`config.mk`:
```
export PLATFORM = sky130hd
export DESIGN_NAME = keypad_scanner
export DESIGN_NICKNAME = d
export VERILOG_FILES = /design/src/rtl/keypad_scanner.sv
export SDC_FILE = /design/constraint.sdc
export NUM_CORES = 1
export LEC_CHECK = 0
export ABC_AREA = 0
export CAP_MARGIN = 20
export CORE_UTILIZATION = 35
export CTS_CLUSTER_SIZE = 30
export DETAILED_ROUTE_END_ITERATION = 16
export SYNTH_ARGS = -nofsm -noshare
export SYNTH_HDL_FRONTEND = slang
export SYNTH_SLANG_ARGS = --single-unit
```
`constraint.sdc`:
```
create_clock -name clk -period 4.2 [get_ports clk]
set_clock_uncertainty 0.05 [all_clocks]
set_input_delay 0.84 -clock clk [delete_from_list [all_inputs] [get_ports clk]]
set_output_delay 0.84 -clock clk [all_outputs]
set_load 0.02 [all_outputs]
```
`src/rtl/keypad_scanner.sv`:
```
// 4x4 matrix keypad scanner: strobes one active-low column at a time,
// samples the synchronized rows, debounces a single key and reports its
// one-hot {row, column} code with a one-cycle press strobe.
module keypad_scanner #(
  parameter int SCAN_DIV        = 24000,
  parameter int DEBOUNCE_CYCLES = 480000
) (
  input  logic       clk,
  input  logic       reset,
  input  logic [3:0] row_n,
  output logic [3:0] col_n,
  output logic [7:0] keypad_val,
  output logic       key_valid,
  output logic       key_held
);

  localparam int MAXP = (SCAN_DIV > DEBOUNCE_CYCLES) ? SCAN_DIV : DEBOUNCE_CYCLES;
  localparam int CW   = $clog2(MAXP) + 1;
  localparam logic [CW-1:0] DWELL_LAST = CW'(SCAN_DIV - 1);
  localparam logic [CW-1:0] DEB_LAST   = CW'(DEBOUNCE_CYCLES - 1);
  localparam logic [CW-1:0] CNT_ONE    = CW'(1);

  typedef enum logic [1:0] {SCAN, DEBOUNCE, HELD, RELEASE} state_t;

  state_t          state_q, state_d;
  logic [1:0]      idx_q, idx_d;
  logic [CW-1:0]   dwell_q, dwell_d;
  logic [CW-1:0]   deb_q, deb_d;
  logic [3:0]      rowcode_q, rowcode_d;
  logic [3:0]      colcode_q, colcode_d;
  logic [7:0]      val_q, val_d;
  logic            valid_q, valid_d;
  logic            held_q, held_d;
  logic [3:0]      sync1_q, rs_q;

  // True when exactly one row line is pulled low.
  function automatic logic one_low(input logic [3:0] v);
    logic [3:0] a;
    a = ~v;
    return (a != 4'd0) && ((a & (a - 4'd1)) == 4'd0);
  endfunction

  assign col_n      = ~(4'b0001 << idx_q);
  assign keypad_val = val_q;
  assign key_valid  = valid_q;
  assign key_held   = held_q;

  // Two-flop synchronizer for the asynchronous row pins.
  always_ff @(posedge clk) begin
    if (reset) begin
      sync1_q <= 4'b1111;
      rs_q    <= 4'b1111;
    end else begin
      sync1_q <= row_n;
      rs_q    <= sync1_q;
    end
  end

  // State and datapath registers.
  always_ff @(posedge clk) begin
    if (reset) begin
      state_q   <= SCAN;
      idx_q     <= 2'd0;
      dwell_q   <= '0;
      deb_q     <= '0;
      rowcode_q <= 4'd0;
      colcode_q <= 4'd0;
      val_q     <= 8'h00;
      valid_q   <= 1'b0;
      held_q    <= 1'b0;
    end else begin
      state_q   <= state_d;
      idx_q     <= idx_d;
      dwell_q   <= dwell_d;
      deb_q     <= deb_d;
      rowcode_q <= rowcode_d;
      colcode_q <= colcode_d;
      val_q     <= val_d;
      valid_q   <= valid_d;
      held_q    <= held_d;
    end
  end

  // Next-state logic: scan, debounce press, hold, debounce release.
  always_comb begin
    state_d   = state_q;
    idx_d     = idx_q;
    dwell_d   = dwell_q;
    deb_d     = deb_q;
    rowcode_d = rowcode_q;
    colcode_d = colcode_q;
    val_d     = val_q;
    valid_d   = 1'b0;
    held_d    = held_q;
    case (state_q)
      SCAN: begin
        // Rows are only trusted on the last dwell cycle, after the
        // synchronizer has caught up with the column change.
        if (dwell_q == DWELL_LAST) begin
          dwell_d = '0;
          if (one_low(rs_q)) begin
            rowcode_d = ~rs_q;
            colcode_d = 4'b1000 >> idx_q;
            deb_d     = '0;
            state_d   = DEBOUNCE;
          end else begin
            idx_d = idx_q + 2'd1;
          end
        end else begin
          dwell_d = dwell_q + CNT_ONE;
        end
      end
      DEBOUNCE: begin
        if (~rs_q == rowcode_q) begin
          if (deb_q == DEB_LAST) begin
            val_d   = {rowcode_q, colcode_q};
            valid_d = 1'b1;
            held_d  = 1'b1;
            state_d = HELD;
          end else begin
            deb_d = deb_q + CNT_ONE;
          end
        end else begin
          state_d = SCAN;
          idx_d   = idx_q + 2'd1;
          dwell_d = '0;
        end
      end
      HELD: begin
        // Extra rows on the frozen column are ignored; only a full
        // release starts the release debounce.
        if (rs_q == 4'b1111) begin
          deb_d   = '0;
          state_d = RELEASE;
        end
      end
      RELEASE: begin
        if (rs_q == 4'b1111) begin
          if (deb_q == DEB_LAST) begin
            held_d  = 1'b0;
            state_d = SCAN;
            idx_d   = idx_q + 2'd1;
            dwell_d = '0;
          end else begin
            deb_d = deb_q + CNT_ONE;
          end
        end else begin
          state_d = HELD;
        end
      end
      default: state_d = SCAN;
    endcase
  end

endmodule

```
==> metrics.csv, run 1 <==
metric,value,unit
grt_pass1_wl,13200,µm
rrSetupSlack,1.40,ns
synth_cell_types,50,
numCtsBuffers,9,
dieWidth,100,µm
synth_top_family_by_area,simple AND/OR/NAND/NOR gates,
drt_iter0_markers,148,
syn_inst,391,
drt_wl_total,7400,µm
globalRouteTotalUtil,0.168,
ff2ff_path_depth,8,
use_met3,0.0529,
grt-ovfl-total,0,
vias,2804,
required,4.43,ns
synthXorXnorAreaFrac,0.0520,
grt_pass1_vias,2688,
arrival,3.03,ns
min_delay_path_depth,1,
drv_slew,0,
antenna_found_initial,0,
endpoint,dwell_q[12]$_SDFFE_PP0P_,
numClockSinks,70,
drc,0,
cts_setup_buffers,0,
worstReg2RegEnd,dwell_q[12]$_SDFFE_PP0P_,
areaGrowthSynthToFinish,14.9,%
cp-startpoint,deb_q[0]$_SDFFE_PP0P_,
yosysSeqAreaShare,0.416,
design.core.area,0.00928,mm²
rsz0062_at_grt,no,
start_util,0.363,
cts.path.max_buffers,2,
diodes,0,
clock_latency,0.36,ns
path_clk_slew,0.08,ns
wl_per_cell,13.8,µm
async_flop_share,0,
syn-num-nets,403,
hold_viol_final,0,
grt_max_degree,41,
vdd_drop_max,221,µV
r2r_start,deb_q[0]$_SDFFE_PP0P_,
io_pins,20,
drtAntennaViolNets,0,
cts_tree,done,
worst_slew_pin_slew,0.755,ns
setup_tns,0,ns
power.density,341,mW/mm²
via_per_inst,5.24,
hold_class,flop to flop,
setup_slack,1.40,ns
grt.met1_usage,0.220,
synth_simple_gate_area_frac,0.280,
synth.area.mux_share,0.0297,
placementRows,35,
nets,413,
cp-end-kind,flop,
place_congestion,0.826,
cts_root_buffer,clkbuf_8,
post-place-ws,1.40,ns
synth_compound_area_frac,0.156,
synth_edf_count,0,
leakage,0.00129,µW
start_kind,flop,
status,"finished, final reports clean",
synth-adder-area-share,0.0223,
io_buffers,19,
htree_levels,3,
met2_usage,0.262,
cap_violations,0,
ys_ff_latch,70,
relSlewSlack,0.497,
die_area,0.0100,mm²
post-dp-hpwl,5000,µm
yosysWarnings,0,
syn_area,0.00337,mm²
syn_area_per_cell,8.61,µm²
top_usage_layer,met2,
setup_viol,0,
path_class,flop to flop,
timing.fmax,0.357,GHz
dieHeight,100,µm
ys_dominant_reg_cell,dfxtp_1,
dr.pass1.iters,4,
ctsResizeCount,0,
drive_gt1_frac,0.103,
fin_crit_sh,0.667,
cts_hold_buf,0,
period_needed,2.80,ns
path_max_fanout,15,
[registers in the layout, indices dropped and copies added, names as in the netlist]
signal and count:
state_q 2, rs_q 4, keypad_val 8, key_held 1, deb_q 20, rowcode_q 4
colcode_q 4, idx_q 2, dwell_q 20, key_valid 1, sync1_q 4
[final cells by class]
type	instances	area, µm²
Sequential cell	70	1400
Inverter	12	45.0
Fill cell	946	5410
Multi-Input combinational cell	285	1820
Clock buffer	11	141
Clock inverter	5	82.6
Timing Repair Buffer	23	220
Tap cell	129	161
[worst max-delay path, cell delays in order, from the launching register on]
cell and delay [ns]:
dfxtp_1 0.43, ha_1 0.27, and3_1 0.20, nand3_1 0.20, nor4_2 0.29, buf_4 0.25
nor2_1 0.20, or4b_2 0.64, a21oi_1 0.18
[cell usage after synthesis (5+ instances only)]
cell type  number  share of area
clkbuf_1       19          0.021
o2111ai_1       5          0.013
o31ai_1         7          0.016
ha_1            6          0.022
xnor2_1         8          0.021
xor2_1         12          0.031
o211ai_1        7          0.016
inv_1          12          0.013
dfxtp_1        70           0.42
nand3_1        13          0.019
mux2i_1        10          0.030
nand2_1        14          0.016
o21ai_0        15          0.022
and4_1          7          0.018
and3_1          8          0.015
a21oi_1        34          0.051
nand4_1        11          0.020
nor3_1          6         0.0089
or2_2          12          0.022
or4_1           8          0.018
nor2_1         52          0.058
[placed cells by master, fill, tap and decap left out, types with 11 or more instances in the layout]
cell,n
xor2_1,12
nor2_1,52
a21oi_1,34
o21ai_0,15
dfxtp_1,70
inv_1,12
clkdlybuf4s50_1,19
nand2_1,14
nand4_1,11
or2_2,12
nand3_1,13
[report_power, final]
group | internal, µW | leakage, µW | switching, µW | total [µW]
Combinational | 16.0 | 0.000612 | 22.3 | 38.2
Clock | 352 | 0.000113 | 256 | 607
Sequential | 669 | 0.000566 | 5.33 | 675
Total | 1040 | 0.00129 | 284 | 1320
[worst min path at each step]
stage,end,startpoint,slack (ns)
finish,rs_q[1]$_SDFF_PP1_,sync1_q[1]$_SDFF_PP1_,0.36
global route,rs_q[2]$_SDFF_PP1_,sync1_q[2]$_SDFF_PP1_,0.38
CTS,rs_q[1]$_SDFF_PP1_,sync1_q[1]$_SDFF_PP1_,0.36
detailed placement,rs_q[1]$_SDFF_PP1_,sync1_q[1]$_SDFF_PP1_,0.35
global placement,rs_q[1]$_SDFF_PP1_,sync1_q[1]$_SDFF_PP1_,0.35
floorplan,rs_q[0]$_SDFF_PP1_,sync1_q[0]$_SDFF_PP1_,0.34
[cell families after synthesis]
family | Yosys count
buf+inv | 36
simple gates | 166
mux | 10
fa+ha+maj | 6
xor+xnor | 20
compound gates | 83
flops | 70
[metrics by stage]
step           cell area (µm²)  cells  total power, µW  utilization  hold WS, ns
2_1_floorplan             3370    391              716            -        0.339
3_3_place_gp              3650    519              728        0.393        0.346
3_5_place_dp              3650    519              729        0.393        0.348
4_1_cts                   3870    535             1340        0.417        0.364
5_1_grt                   3870    535             1380        0.417        0.377
6_report                  3870    535             1320        0.417        0.363
[layer usage]
metal | routed length [µm] | vias up
met4 | 103 | 0
met3 | 270 | 7
met5 | 0 | -
met1 | 3720 | 1326
met2 | 3310 | 35
li1 | - | 1436
Power figures use the tool's default switching activity.
==> inputs of run 2 (changes only) <==
==> constraint.sdc (replaced) <==
create_clock -name clk -period 2.7 [get_ports clk]
set_clock_uncertainty 0.05 [all_clocks]
set_input_delay 0.54 -clock clk [delete_from_list [all_inputs] [get_ports clk]]
set_output_delay 0.54 -clock clk [all_outputs]
set_load 0.02 [all_outputs]
==> metrics.csv, run 2 (synthesis results as in run 1) <==
metric,value,unit,change
status,"finished, final reports clean",,unchanged
htree_levels,3,,unchanged
drc,0,,unchanged
grt_pass1_vias,2552,,was 2688
total_power,1860,µW,was 1320 µW
numClockSinks,70,,unchanged
grt_max_degree,41,,unchanged
cts_setup_buffers,0,,unchanged
die_area,0.0100,mm²,unchanged
worst_slew_pin_slew,0.451,ns,was 0.755 ns
layoutNonFillerInstCount,543,,was 535
placed_area,0.00371,mm²,was 0.00365 mm²
placementRows,35,,unchanged
cts_hold_buf,0,,unchanged
grt-ovfl-total,0,,unchanged
post-dp-hpwl,5040,µm,was 5000 µm
seq_area,0.00140,mm²,unchanged
required,2.94,ns,was 4.43 ns
timing.fmax,0.399,GHz,was 0.357 GHz
cp-end-kind,flop,,unchanged
r2r_start,rs_q[3]$_SDFF_PP1_,,was deb_q[0]$_SDFFE_PP0P_
cap_violations,0,,unchanged
drt_wl_total,7130,µm,was 7400 µm
setup_tns,0,ns,unchanged
path_class,flop to flop,,unchanged
cts_root_buffer,clkbuf_8,,unchanged
wl_per_cell,13.1,µm,was 13.8 µm
dp_cells,527,,was 519
power.density,479,mW/mm²,was 341 mW/mm²
place_congestion,0.788,,was 0.826
wl_met3,193,µm,was 270 µm
layout_common_cells,"dfxtp_1, nor2_1, a21oi_1",,unchanged
min-delay-start,sync1_q[3]$_SDFF_PP1_,,was sync1_q[1]$_SDFF_PP1_
setup_viol,0,,unchanged
fin_crit_sh,0.928,,was 0.667
numCtsBuffers,9,,unchanged
drive_gt1_frac,0.123,,was 0.103
layout_commonest_cell,dfxtp_1,,unchanged
multiInputGateArea,0.00182,mm²,unchanged
grt_pass1_wl,12300,µm,was 13200 µm
drtAntennaViolNets,0,,unchanged
leakage,0.00130,µW,was 0.00129 µW
vias,2773,,was 2804
period_needed,2.51,ns,was 2.80 ns
clock_latency,0.35,ns,was 0.36 ns
dr.pass1.iters,4,,unchanged
vdd_drop_max,225,µV,was 221 µV
globalRouteTotalUtil,0.155,,was 0.168
cts.path.max_buffers,2,,unchanged
drv_slew,0,,unchanged
io_buffers,19,,unchanged
via_per_inst,5.11,,was 5.24
arrival,2.75,ns,was 3.03 ns
io_pins,20,,unchanged
dieWidth,100,µm,unchanged
hold_viol_final,0,,unchanged
ctsResizeCount,0,,unchanged
cts_tree,done,,unchanged
dieHeight,100,µm,unchanged
diodes,0,,unchanged
fillers,929,,was 946
path_max_fanout,14,,was 15
finalInstanceArea,0.00388,mm²,was 0.00387 mm²
relSlewSlack,0.698,,was 0.497
rsz0062_at_grt,no,,unchanged
routed-wl-met2,3150,µm,was 3310 µm
start_kind,flop,,unchanged
areaGrowthSynthToFinish,15.2,%,was 14.9%
cp-startpoint,rs_q[3]$_SDFF_PP1_,,was deb_q[0]$_SDFFE_PP0P_
path_clk_slew,0.08,ns,about the same
nets,421,,was 413
antenna_found_initial,0,,unchanged
met1_length,3680,µm,was 3720 µm
hold_class,flop to flop,,unchanged
start_util,0.363,,unchanged
design.core.area,0.00928,mm²,unchanged
top_layer_used,met4,,unchanged
drt_iter0_markers,82,,was 148
final_core_util,0.418,,was 0.417
==> run 2: stage by stage <==
step / setup WS [ns] / hold WS [ns]
2_1_floorplan: 0.354 / 0.339
5_1_grt: 0.0756 / 0.387
3_5_place_dp: 0.213 / 0.348
6_report: 0.195 / 0.368
4_1_cts: 0.194 / 0.367
3_3_place_gp: 0.228 / 0.345
==> run 2: path summary, 6_finish.rpt <==
| kind | endpoint | slack (ns) | cells after the start |
|---|---|---|---|
| worst max-delay path | deb_q[17]$_SDFFE_PP0P_ | 0.19 | 6 |
| worst min-delay path | rs_q[3]$_SDFF_PP1_ | 0.37 | 1 |
| worst max register to register | deb_q[17]$_SDFFE_PP0P_ | 0.19 | 6 |
| worst min register to register | rs_q[3]$_SDFF_PP1_ | 0.37 | 1 |
==> run 2: per-layer routing <==
layer	up-vias	global-route usage
met1	1286	0.208
li1	1447	-
met4	0	0.0546
met5	-	0
met2	31	0.238
met3	9	0.0439
==> run 2: worst max-delay path: stages, from the launching register on <==
cell	delay [ns]
dfxtp_1	0.51
xnor2_1	0.15
nor4_4	0.36
o21ai_2	0.16
or4_4	0.64
or4_1	0.44
a21oi_1	0.15
==> run 2: area by class of cell <==
class                      count  area share
clock buffer                   9      0.0319
multi-input combinational    285       0.469
timing repair buffer          31      0.0722
sequential                    70       0.361
clock inverter                 7      0.0129
tap                          129      0.0416
inverter                      12      0.0116
==> run 2: power breakdown <==
group	switching, µW	internal, µW
logic	35.8	27.4
registers	8.59	1040
clock network	411	335
total	456	1400
